$ cat src/rtl/tag_lookup_unit_if.sv
// Lookup request/response bundle between the cache set read path and the tag lookup unit.
// The requester side uses the master modport; the lookup unit uses slave.
interface tag_lookup_unit_if #(
    parameter int TAG_SIZE    = 22,
    parameter int WAYS        = 8,
    parameter int WAY_NO_SIZE = 3
);
    logic                     req_valid;
    logic                     req_ready;
    logic [TAG_SIZE-1:0]      req_tag;
    logic [WAYS*TAG_SIZE-1:0] way_tags;
    logic [WAYS-1:0]          way_valid;

    logic                     rsp_valid;
    logic                     rsp_ready;
    logic                     rsp_hit;
    logic [WAY_NO_SIZE-1:0]   rsp_way;
    logic [WAYS-1:0]          rsp_hit_vec;
    logic                     rsp_multi_hit;

    modport master (
        output req_valid, req_tag, way_tags, way_valid, rsp_ready,
        input  req_ready, rsp_valid, rsp_hit, rsp_way, rsp_hit_vec, rsp_multi_hit
    );

    modport slave (
        input  req_valid, req_tag, way_tags, way_valid, rsp_ready,
        output req_ready, rsp_valid, rsp_hit, rsp_way, rsp_hit_vec, rsp_multi_hit
    );
endinterface

$ cat src/rtl/tag_lookup_unit.sv
// N-way parallel tag compare with a two-register valid/ready pipeline (match stage, response stage)
// and saturating hit/miss statistics counted on delivered responses.
module tag_lookup_unit #(
    parameter int TAG_SIZE    = 22,
    parameter int WAYS        = 8,
    parameter int WAY_NO_SIZE = 3,
    parameter int CNT_SIZE    = 16
) (
    input  logic                clk,
    input  logic                rst,
    tag_lookup_unit_if.slave    bus,
    input  logic                clr_counts,
    output logic [CNT_SIZE-1:0] hit_count,
    output logic [CNT_SIZE-1:0] miss_count
);

    logic [WAYS-1:0]        req_match;
    logic [WAYS-1:0]        s1_match;
    logic                   s1_valid;
    logic                   rsp_advance;
    logic                   req_accept;
    logic                   rsp_fire;
    logic                   rsp_hit_d;
    logic [WAY_NO_SIZE-1:0] rsp_way_d;
    logic                   rsp_multi_d;

    always_comb begin
        req_match = '0;
        for (int i = 0; i < WAYS; i++) begin
            req_match[i] = bus.way_valid[i] &&
                           (bus.way_tags[i*TAG_SIZE +: TAG_SIZE] == bus.req_tag);
        end
    end

    // Scan from the top down so the lowest matching way is the one left in rsp_way_d.
    always_comb begin
        rsp_way_d = '0;
        for (int i = WAYS - 1; i >= 0; i--) begin
            if (s1_match[i]) begin
                rsp_way_d = WAY_NO_SIZE'(i);
            end
        end
    end

    assign rsp_hit_d   = |s1_match;
    // Clearing the lowest set bit leaves something only when two or more bits were set.
    assign rsp_multi_d = |(s1_match & (s1_match - WAYS'(1)));

    assign rsp_advance   = !bus.rsp_valid || bus.rsp_ready;
    assign bus.req_ready = !s1_valid || rsp_advance;
    assign req_accept    = bus.req_valid && bus.req_ready;
    assign rsp_fire      = bus.rsp_valid && bus.rsp_ready;

    always_ff @(posedge clk or posedge rst) begin
        if (rst) begin
            s1_valid <= 1'b0;
            s1_match <= '0;
        end else if (req_accept) begin
            s1_valid <= 1'b1;
            s1_match <= req_match;
        end else if (rsp_advance) begin
            s1_valid <= 1'b0;
        end
    end

    // A bubble only clears rsp_valid; the payload keeps its last value.
    always_ff @(posedge clk or posedge rst) begin
        if (rst) begin
            bus.rsp_valid     <= 1'b0;
            bus.rsp_hit       <= 1'b0;
            bus.rsp_way       <= '0;
            bus.rsp_hit_vec   <= '0;
            bus.rsp_multi_hit <= 1'b0;
        end else if (rsp_advance) begin
            bus.rsp_valid <= s1_valid;
            if (s1_valid) begin
                bus.rsp_hit       <= rsp_hit_d;
                bus.rsp_way       <= rsp_way_d;
                bus.rsp_hit_vec   <= s1_match;
                bus.rsp_multi_hit <= rsp_multi_d;
            end
        end
    end

    always_ff @(posedge clk or posedge rst) begin
        if (rst) begin
            hit_count  <= '0;
            miss_count <= '0;
        end else if (clr_counts) begin
            hit_count  <= '0;
            miss_count <= '0;
        end else if (rsp_fire) begin
            if (bus.rsp_hit) begin
                if (hit_count != '1) begin
                    hit_count <= hit_count + CNT_SIZE'(1);
                end
            end else begin
                if (miss_count != '1) begin
                    miss_count <= miss_count + CNT_SIZE'(1);
                end
            end
        end
    end

endmodule

$ cat src/flat_wrapper.sv
// flat-port wrapper written by rule: the top's interface ports become plain ports
module tag_lookup_unit_flat 
#(
    parameter int TAG_SIZE    = 22,
    parameter int WAYS        = 8,
    parameter int WAY_NO_SIZE = 3,
    parameter int CNT_SIZE    = 16
)
  (clk, rst, clr_counts, hit_count, miss_count, bus_req_valid, bus_req_tag, bus_way_tags, bus_way_valid, bus_rsp_ready, bus_req_ready, bus_rsp_valid, bus_rsp_hit, bus_rsp_way, bus_rsp_hit_vec, bus_rsp_multi_hit);
  tag_lookup_unit_if #(.TAG_SIZE(TAG_SIZE), .WAYS(WAYS), .WAY_NO_SIZE(WAY_NO_SIZE)) bus_i ();
  input  logic clk;
  input  logic rst;
  input  logic clr_counts;
  output logic [CNT_SIZE-1:0] hit_count;
  output logic [CNT_SIZE-1:0] miss_count;
  input wire logic [$bits(bus_i.req_valid)-1:0] bus_req_valid;
  input wire logic [$bits(bus_i.req_tag)-1:0] bus_req_tag;
  input wire logic [$bits(bus_i.way_tags)-1:0] bus_way_tags;
  input wire logic [$bits(bus_i.way_valid)-1:0] bus_way_valid;
  input wire logic [$bits(bus_i.rsp_ready)-1:0] bus_rsp_ready;
  output wire logic [$bits(bus_i.req_ready)-1:0] bus_req_ready;
  output wire logic [$bits(bus_i.rsp_valid)-1:0] bus_rsp_valid;
  output wire logic [$bits(bus_i.rsp_hit)-1:0] bus_rsp_hit;
  output wire logic [$bits(bus_i.rsp_way)-1:0] bus_rsp_way;
  output wire logic [$bits(bus_i.rsp_hit_vec)-1:0] bus_rsp_hit_vec;
  output wire logic [$bits(bus_i.rsp_multi_hit)-1:0] bus_rsp_multi_hit;
  assign bus_i.req_valid = bus_req_valid;
  assign bus_i.req_tag = bus_req_tag;
  assign bus_i.way_tags = bus_way_tags;
  assign bus_i.way_valid = bus_way_valid;
  assign bus_i.rsp_ready = bus_rsp_ready;
  assign bus_req_ready = bus_i.req_ready;
  assign bus_rsp_valid = bus_i.rsp_valid;
  assign bus_rsp_hit = bus_i.rsp_hit;
  assign bus_rsp_way = bus_i.rsp_way;
  assign bus_rsp_hit_vec = bus_i.rsp_hit_vec;
  assign bus_rsp_multi_hit = bus_i.rsp_multi_hit;
  tag_lookup_unit #(.TAG_SIZE(TAG_SIZE), .WAYS(WAYS), .WAY_NO_SIZE(WAY_NO_SIZE), .CNT_SIZE(CNT_SIZE)) u_core (.clk(clk), .rst(rst), .bus(bus_i), .clr_counts(clr_counts), .hit_count(hit_count), .miss_count(miss_count));
endmodule
$ cat config.mk
export PLATFORM = sky130hd
export DESIGN_NAME = tag_lookup_unit_flat
export DESIGN_NICKNAME = d
export VERILOG_FILES = /design/src/rtl/tag_lookup_unit_if.sv /design/src/rtl/tag_lookup_unit.sv /design/src/flat_wrapper.sv
export SDC_FILE = /design/constraint.sdc
export NUM_CORES = 1
export LEC_CHECK = 0
export ABC_AREA = 1
export CAP_MARGIN = 0
export CORE_MARGIN = 3
export CORE_UTILIZATION = 44
export DETAILED_ROUTE_END_ITERATION = 12
export PLACE_DENSITY = 0.83
export SKIP_CTS_REPAIR_TIMING = 1
export SLEW_MARGIN = 40
export SYNTH_ARGS = -nofsm -noshare
export SYNTH_HDL_FRONTEND = slang
export SYNTH_SLANG_ARGS = --single-unit
$ cat constraint.sdc
create_clock -name clk -period 2.3 [get_ports clk]
set_input_delay 0.46 -clock clk [delete_from_list [all_inputs] [get_ports clk]]
set_output_delay 0.46 -clock clk [all_outputs]
set_load 0.02 [all_outputs]
# Word-level counts from Yosys, hierarchy flattened
# Index checks and enable logic that the tools add are counted.
op_classes:
  addsub: 3
  eq_ne: 11
  mux: 18
  n_bitwise: 1
  reduce_logical: 24
op_table:
  columns: ["op", "count"]
  rows:
  - ["22-bit == test", 8]
  - ["16-bit two-way mux", 8]
  - ["16-bit by 1-bit adder with 16-bit output, second input constant", 2]
  - ["16-bit inequality test, second input constant", 2]
  - ["3-bit two-way mux", 8]
  - ["8-bit OR reduction", 2]
  - ["1-bit logical AND", 10]
  - ["2-bit nonzero test", 5]
  - ["8-bit bitwise AND", 1]
  - ["8-bit by 1-bit subtractor with 8-bit output, second input constant", 1]
  - ["3-bit AND reduction", 2]
  - ["1-bit zero test", 2]
  - ["1-bit logical OR", 2]
  - ["1-bit two-way mux", 2]
  - ["2-bit inequality test, second input constant", 1]
  - ["2-bit AND reduction", 1]
totals:
  register_bits: 55
  inputBits: 211
  output_inout_bits: 47
  wordCells: 66

# Depth between registers and ports, before layout
# Gate-level depths: netlist of run 1.
logic_depth:
  word_depth: 8
  depth_mapped: 11
  ltp_nobuf: 10

# Worst setup path after synthesis of run 1
# Ideal clock, no wire load.
synth_path:
  path_type: "register to register"
  start: "reg u_core.miss_count[0]"
  end: "reg u_core.miss_count[2]"
  setup_time_ps: 119
  arrival_time_ps: 1603
  t_required_ps: 2181
  setup_slack_ps: 578
  path_stages_with_launch: 11
  path_buffers: 2
  synth_period_minus_slack_ps: 1722
  cell_sequence: "dfrtp_1 -> ha_1 -> nand3_1 -> clkinv_1 -> nand2_2 -> nand3b_4 -> nand2_4 -> buf_8 -> buf_8 -> nand2_1 -> o21ai_2"
synth_between:
  elab_chain_len: 5
  elab_cells_between_ends: 8
  classes_between: "add/sub (1); eq/ne (1); mux (4); reduce/logical (2)"
synth_rtl:
  columns: ["item", "line", "text"]
  rows:
  - ["start: declaration", "tag_lookup_unit.sv:14", "output logic [CNT_SIZE-1:0] miss_count"]
  - ["start signal: assignment", "tag_lookup_unit.sv:99", "miss_count <= miss_count + CNT_SIZE'(1);"]
  - ["16-bit by 1-bit adder with 16-bit output", "tag_lookup_unit.sv:99", null]
  - ["16-bit two-way mux", "tag_lookup_unit.sv:98", "if (miss_count != '1) begin"]
  - ["16-bit two-way mux", "tag_lookup_unit.sv:93", "if (bus.rsp_hit) begin"]
  - ["16-bit two-way mux", "tag_lookup_unit.sv:92", "end else if (rsp_fire) begin"]
  - ["16-bit two-way mux", "tag_lookup_unit.sv:89", "end else if (clr_counts) begin"]
# Several ways; a longest one is shown, not always the timed one. The select of a mux whose other input is x is not followed.
# A chain may end at the register's enable or synchronous reset.

# Final worst setup path of run 1
layout_path:
  start: "in bus_rsp_ready"
  end: "out bus_req_ready"
layout_between:
  elab_chain_len: 2
layout_rtl:
  columns: ["item", "line", "text"]
  rows:
  - ["start: declaration", "flat_wrapper.sv:20", "input wire logic [$bits(bus_i.rsp_ready)-1:0] bus_rsp_ready;"]
  - ["1-bit logical OR", "tag_lookup_unit.sv:49", "assign rsp_advance = !bus.rsp_valid || bus.rsp_ready;"]
  - ["1-bit logical OR", "tag_lookup_unit.sv:50", "assign bus.req_ready = !s1_valid || rsp_advance;"]
  - ["end: declaration", "flat_wrapper.sv:21", "output wire logic [$bits(bus_i.req_ready)-1:0] bus_req_ready;"]
# No other way between the ends.

==> metrics.txt, run 1 <==
maximum clock insertion buffer count=2; Final Setup Violations=0; crit start category=primary input; antenna viol nets, final=0; Inst Count DP=1525; ys async rst share=1.00; DRC=0; Layout area overhead=49.9%; Slowest-stage cell, CP=clkdlybuf4s50_1; Internal Power=2.11 mW; Rel. slew slack=0.667; commonest non-fill, non-tap cells in the layout=nand2_1, clkdlybuf4s50_1, inv_1; GP Congestion=1.05; number of port buffers=257; cell leakage power=4.46 nW; syn_area_per_cell=5.50 sq um; fmax=453 MHz; switching share of power=0.349; RSZ-0062 raised after global routing=false; Post-Synthesis Cells=1094; run status=completed; fin crit share=0.960; final wirelength=24800 um; EDFF count, synth=0; post-route insts no fill=1535; Starting Density=0.452; HP Start=u_core.bus.rsp_hit_vec[1]; Via Count=7809; Tightest Hold Check Type=register to register; DRT iter0 DRCs=763; Req. time, crit path=1.84 ns; root buffer cell=clkbuf_16; DIE HEIGHT=123 um; largest cells by area after synthesis=nand2_1, dfrtp_1, inv_1; Clock Skew=0.0112 ns; maxcap violations=0; Cell Area, Synth=0.00601 sq mm; grt ovf=0; Yosys cell types=35; initial antenna violation count=3; Core ar.=0.0133 sq mm; Seq cells post-synth=55; Synth top area share=0.281; crit-path max cell delay=0.62 ns; CP Capture Type=output port; Pwr Density=359 mW/mm^2; family with the most delay on the worst path=buffers and inverters; gr usage total=0.327; drt pass-1 iters=5; Wirelength per Cell=16.2 um; final hold vios=0; row count=42; Clock Sinks=55; later-pin clock latency in the skew report=0.30 ns; Via density=5.09; top_reg_cell synth=dfrtp_1; combinational power share=0.416; Clk pin slew, worst setup/hold paths=0.08 ns; Slew @ Worst Pin=0.499 ns; Syn Nets=1307; Data arrival, critical path=1.75 ns; r2r startpoint=u_core.hit_count[0]; largest net degree at the start of global routing=56; area leader, netlist=nand2_1; Worst Path Buf+Inv=3; worst setup path startpoint=bus_rsp_ready; Die W=123 um; Layout Nets=1569; Die ar.=0.0151 sq mm; Num CTS Buffers=5; Clk pwr share=0.253; sequential element share of the synthesized area=0.229; critical path peak fanout=3; Max VDD drop=269 uV; Final min period=2.21 ns; commonest non-fill, non-tap cell in the layout=nand2_1; Most common cell on crit path=clkdlybuf4s50_1; H-tree Lvls=2; setup TNS=0 ns; sw power=1.13 mW; YS warnings=0; Seq pwr share=0.331; vias in the first global route=7314; cells along the critical path=clkdlybuf4s50_1 > inv_1 > nand3_1 > clkdlybuf4s50_1; first-pass GRT wire length=37900 um; Crit Path Class=primary input to output port; layout cells sized above 1=0.0501; # IOs=258; CTS tree=yes; Final Max Tran Viols=0; HPWL after detailed placement=20900 um
## synth_stat cells (8+ instances only)
| library cell | number |
|---|---|
| xor2_1 | 9 |
| xnor2_1 | 47 |
| nand3_1 | 54 |
| o21ai_2 | 8 |
| dfrtp_1 | 55 |
| inv_1 | 163 |
| nand4_1 | 29 |
| o21ai_0 | 40 |
| nor2_1 | 134 |
| nand2_1 | 450 |
| inv_2 | 11 |
| buf_2 | 21 |
| o21ai_1 | 25 |
## worst min-delay path: cells and delay by family (launching register included)
kind,cells,cell delay (ns)
flip-flops,1,0.35
AND/OR/NAND/NOR,2,0.09
## metal layers
layer,global-route usage,share of wire
met5,0,0.00036
met3,0.0663,0.093
met1,0.398,0.39
met2,0.558,0.47
met4,0.146,0.050
## cell type report
| class | instances | area [sq um] |
|---|---|---|
| Antenna cell | 2 | 5.00 |
| Clock buffer | 5 | 125 |
| Clock inverter | 3 | 33.8 |
| Fill cell | 1259 | 4280 |
| Inverter | 175 | 657 |
| Multi-Input combinational cell | 833 | 3800 |
| Sequential cell | 55 | 1380 |
| Tap cell | 176 | 220 |
| Timing Repair Buffer | 286 | 2800 |
## state kept, by name, indices dropped and copies added, names as in the netlist
register,flops
u_core.bus.rsp_hit,1
u_core.bus.rsp_hit_vec,8
u_core.bus.rsp_multi_hit,1
u_core.bus.rsp_valid,1
u_core.bus.rsp_way,3
u_core.hit_count,16
u_core.miss_count,16
u_core.s1_match,8
u_core.s1_valid,1
## metrics by stage
step           setup slack, ns  cell area [sq um]   util  power (mW)  hold WS, ns
2_1_floorplan            0.497               6010      -        1.74        0.457
3_3_place_gp             0.122               8850  0.666        2.41        0.459
3_5_place_dp            0.0973               8850  0.666        2.43        0.457
4_1_cts                 0.0871               9010  0.678        3.24        0.478
5_1_grt                 0.0403               9020  0.678        3.43        0.506
6_report                0.0914               9020  0.678        3.24        0.473
## power by group through the flow
stage	clock network, mW	logic [mW]	registers [mW]
floorplan	0	0.594	1.14
global placement	0	1.31	1.09
detailed placement	0	1.33	1.09
CTS	0.828	1.34	1.07
global route	0.875	1.47	1.08
finish	0.819	1.35	1.07
## kinds of logic (layout without fill, tap and decap cells)
group / count (synthesis) / after routing / share of synthesized area
AND/OR/NAND/NOR: 687 / 687 / 0.463
buffers and inverters: 206 / 469 / 0.140
AO/OA/AOI/OAI: 88 / 88 / 0.0826
XOR/XNOR: 56 / 56 / 0.0815
flip-flops: 55 / 55 / 0.229
adder cells (fa/ha/maj): 2 / 2 / 0.00416
other: 0 / 2 / 0
## path summary, 6_finish.rpt
| check | slack (ns) | endpoint | cells past startpoint |
|---|---|---|---|
| max | 0.09 | bus_req_ready | 4 |
| min | 0.47 | u_core.bus.rsp_hit_vec[1] | 2 |
| max reg2reg | 0.48 | u_core.hit_count[8] | 8 |
| min reg2reg | 0.47 | u_core.bus.rsp_hit_vec[1] | 2 |
| max in group asynchronous | 1.50 | u_core.miss_count[12] | 3 |
| min in group asynchronous | 0.53 | u_core.miss_count[2] | 3 |
(Power assumes the default switching activity.)
==> inputs of run 2 (changes only) <==
CAP_MARGIN = default   (was 0)
TNS_END_PERCENT = 100   (was default)
==> results of run 2 <==
No change in the layout: final DEF, timing and power equal those of run 1.
==> inputs of run 3 (changes only) <==
CELL_PAD_IN_SITES_DETAIL_PLACEMENT = 0   (was default)
CELL_PAD_IN_SITES_GLOBAL_PLACEMENT = 1   (was default)
CORE_UTILIZATION = 28   (was 44)
CTS_BUF_LIST = sky130_fd_sc_hd__clkbuf_2 sky130_fd_sc_hd__clkbuf_4 sky130_fd_sc_hd__clkbuf_8   (was default)
PLACE_DENSITY = default   (was 0.83)
PLACE_DENSITY_LB_ADDON = 0.1   (was default)
==> metrics.txt, run 3 (synthesis results as in run 1) <==
gr usage total=0.232 (was 0.327); Data arrival, critical path=1.72 ns (was 1.75 ns); drt pass-1 iters=5 (unchanged); number of port buffers=257 (unchanged); CTS tree=yes (unchanged); largest net degree at the start of global routing=40 (was 56); Final min period=2.18 ns (was 2.21 ns); crit start category=primary input (unchanged); Final Max Tran Viols=0 (unchanged); Max VDD drop=230 uV (was 269 uV); GP Congestion=0.930 (was 1.05); Final Instance Area=0.00915 sq mm (was 0.00902 sq mm); Core ar.=0.0207 sq mm (was 0.0133 sq mm); Die W=153 um (was 123 um); maximum clock insertion buffer count=2 (unchanged); setup TNS=0 ns (unchanged); cells along the critical path=clkdlybuf4s50_1 > inv_1 > nand3_1 > clkdlybuf4s50_1 (unchanged); Regs by FF count=u_core.hit_count x16, u_core.miss_count x16 (unchanged); pre-CTS setup slack=0.125 ns (was 0.0973 ns); layout cells sized above 1=0.0557 (was 0.0501); Cell Area, Placed=0.00904 sq mm (was 0.00885 sq mm); Via density=4.51 (was 5.09); critical path peak fanout=3 (unchanged); sw power=1.15 mW (was 1.13 mW); vias in the first global route=7217 (was 7314); DRC=0 (unchanged); combinational power share=0.450 (was 0.416); initial antenna violation count=2 (was 3); Most common cell on crit path=clkdlybuf4s50_1 (unchanged); area of the multi-input gates=0.00380 sq mm (unchanged); Layout Nets=1577 (was 1569); switching share of power=0.374 (was 0.349); later-pin clock latency in the skew report=0.34 ns (was 0.30 ns); Layout area overhead=52.0% (was 49.9%); Req. time, crit path=1.84 ns (about the same); fin crit share=0.947 (was 0.960); Wirelength per Cell=17.1 um (was 16.2 um); Tightest Hold Check Type=primary input to asynchronous set/reset pin (was register to register); DRT iter0 DRCs=436 (was 763); cell leakage power=4.47 nW (was 4.46 nW); DIE HEIGHT=153 um (was 123 um); Slew @ Worst Pin=0.536 ns (was 0.499 ns); Seq pwr share=0.348 (was 0.331); run status=completed (unchanged); crit-path max cell delay=0.61 ns (was 0.62 ns); Num CTS Buffers=5 (unchanged); Pwr Density=337 mW/mm^2 (was 359 mW/mm^2); commonest non-fill, non-tap cells in the layout=nand2_1, clkdlybuf4s50_1, inv_1 (unchanged); Crit Path Class=primary input to output port (unchanged); Final Setup Violations=0 (unchanged); Starting Density=0.291 (was 0.452); first-pass GRT wire length=41800 um (was 37900 um); commonest non-fill, non-tap cell in the layout=nand2_1 (unchanged); final hold vios=0 (unchanged); setup slack after layout=0.123 ns (was 0.0914 ns); antenna viol nets, final=0 (unchanged); Slowest-stage cell, CP=clkdlybuf4s50_1 (unchanged); root buffer cell=clkbuf_8 (was clkbuf_16); Via Count=7376 (was 7809); Clock Sinks=55 (unchanged); fmax=459 MHz (was 453 MHz); Seq. cell area=0.00138 sq mm (unchanged); HPWL after detailed placement=23500 um (was 20900 um); Die ar.=0.0233 sq mm (was 0.0151 sq mm); CP Capture Type=output port (unchanged); row count=52 (was 42); Clock Skew=0.0165 ns (was 0.0112 ns); grt ovf=0 (unchanged); Internal Power=1.93 mW (was 2.11 mW); maxcap violations=0 (unchanged); Rel. slew slack=0.642 (was 0.667); final wirelength=27900 um (was 24800 um); Clk pin slew, worst setup/hold paths=0.11 ns (was 0.08 ns); Clk pwr share=0.201 (was 0.253); H-tree Lvls=2 (unchanged); RSZ-0062 raised after global routing=false (unchanged); fillcell total=2201 (was 1259); # IOs=258 (unchanged)
[run 3: layer usage]
layer / vias to the layer above / track usage / wire length, um
met5: - / 0 / 0
met2: 249 / 0.406 / 13600
met3: 32 / 0.0409 / 1510
li1: 3860 / - / -
met1: 3235 / 0.291 / 12000
met4: 0 / 0.0721 / 770
[run 3: power by group through the flow]
stage | sequential [mW] | clock (mW) | combinational [mW]
3_5_place_dp | 1.09 | 0 | 1.39
4_1_cts | 1.08 | 0.647 | 1.40
3_3_place_gp | 1.09 | 0 | 1.39
2_1_floorplan | 1.14 | 0 | 0.594
6_report | 1.07 | 0.621 | 1.39
5_1_grt | 1.08 | 0.679 | 1.52
[run 3: final cells by class]
cell class / count / share of cell area
antenna: 2 / 0.000547
clock buffer: 5 / 0.00752
clock inverter: 3 / 0.00301
inverter: 175 / 0.0718
multi-input combinational: 833 / 0.415
sequential: 55 / 0.150
tap: 270 / 0.0369
timing repair buffer: 294 / 0.314
[run 3: through the flow]
step	std cells	util	hold WS [ns]	total power [mW]
2_1_floorplan	1094	-	0.457	1.74
3_3_place_gp	1627	0.437	0.467	2.48
3_5_place_dp	1627	0.437	0.480	2.49
4_1_cts	1635	0.442	0.423	3.12
5_1_grt	1637	0.442	0.457	3.28
6_report	1637	0.442	0.420	3.08
[run 3: critical path, delay by kind of cell]
family / cells / cell delay, ns
buffers and inverters: 3 / 1.16
AND/OR/NAND/NOR: 1 / 0.09
[run 3: final timing paths]
| kind | slack (ns) | from | endpoint | depth (start not counted) |
|---|---|---|---|---|
| min | 0.42 | rst | u_core.miss_count[15] | 2 |
| max in group asynchronous | 1.32 | rst | u_core.hit_count[12] | 3 |
| max reg2reg | 0.47 | u_core.miss_count[0] | u_core.miss_count[8] | 9 |
| min in group clk | 0.51 | u_core.bus.rsp_way[2] | u_core.bus.rsp_way[2] | 2 |
| min reg2reg | 0.51 | u_core.bus.rsp_way[2] | u_core.bus.rsp_way[2] | 2 |
| max | 0.12 | bus_rsp_ready | bus_req_ready | 4 |
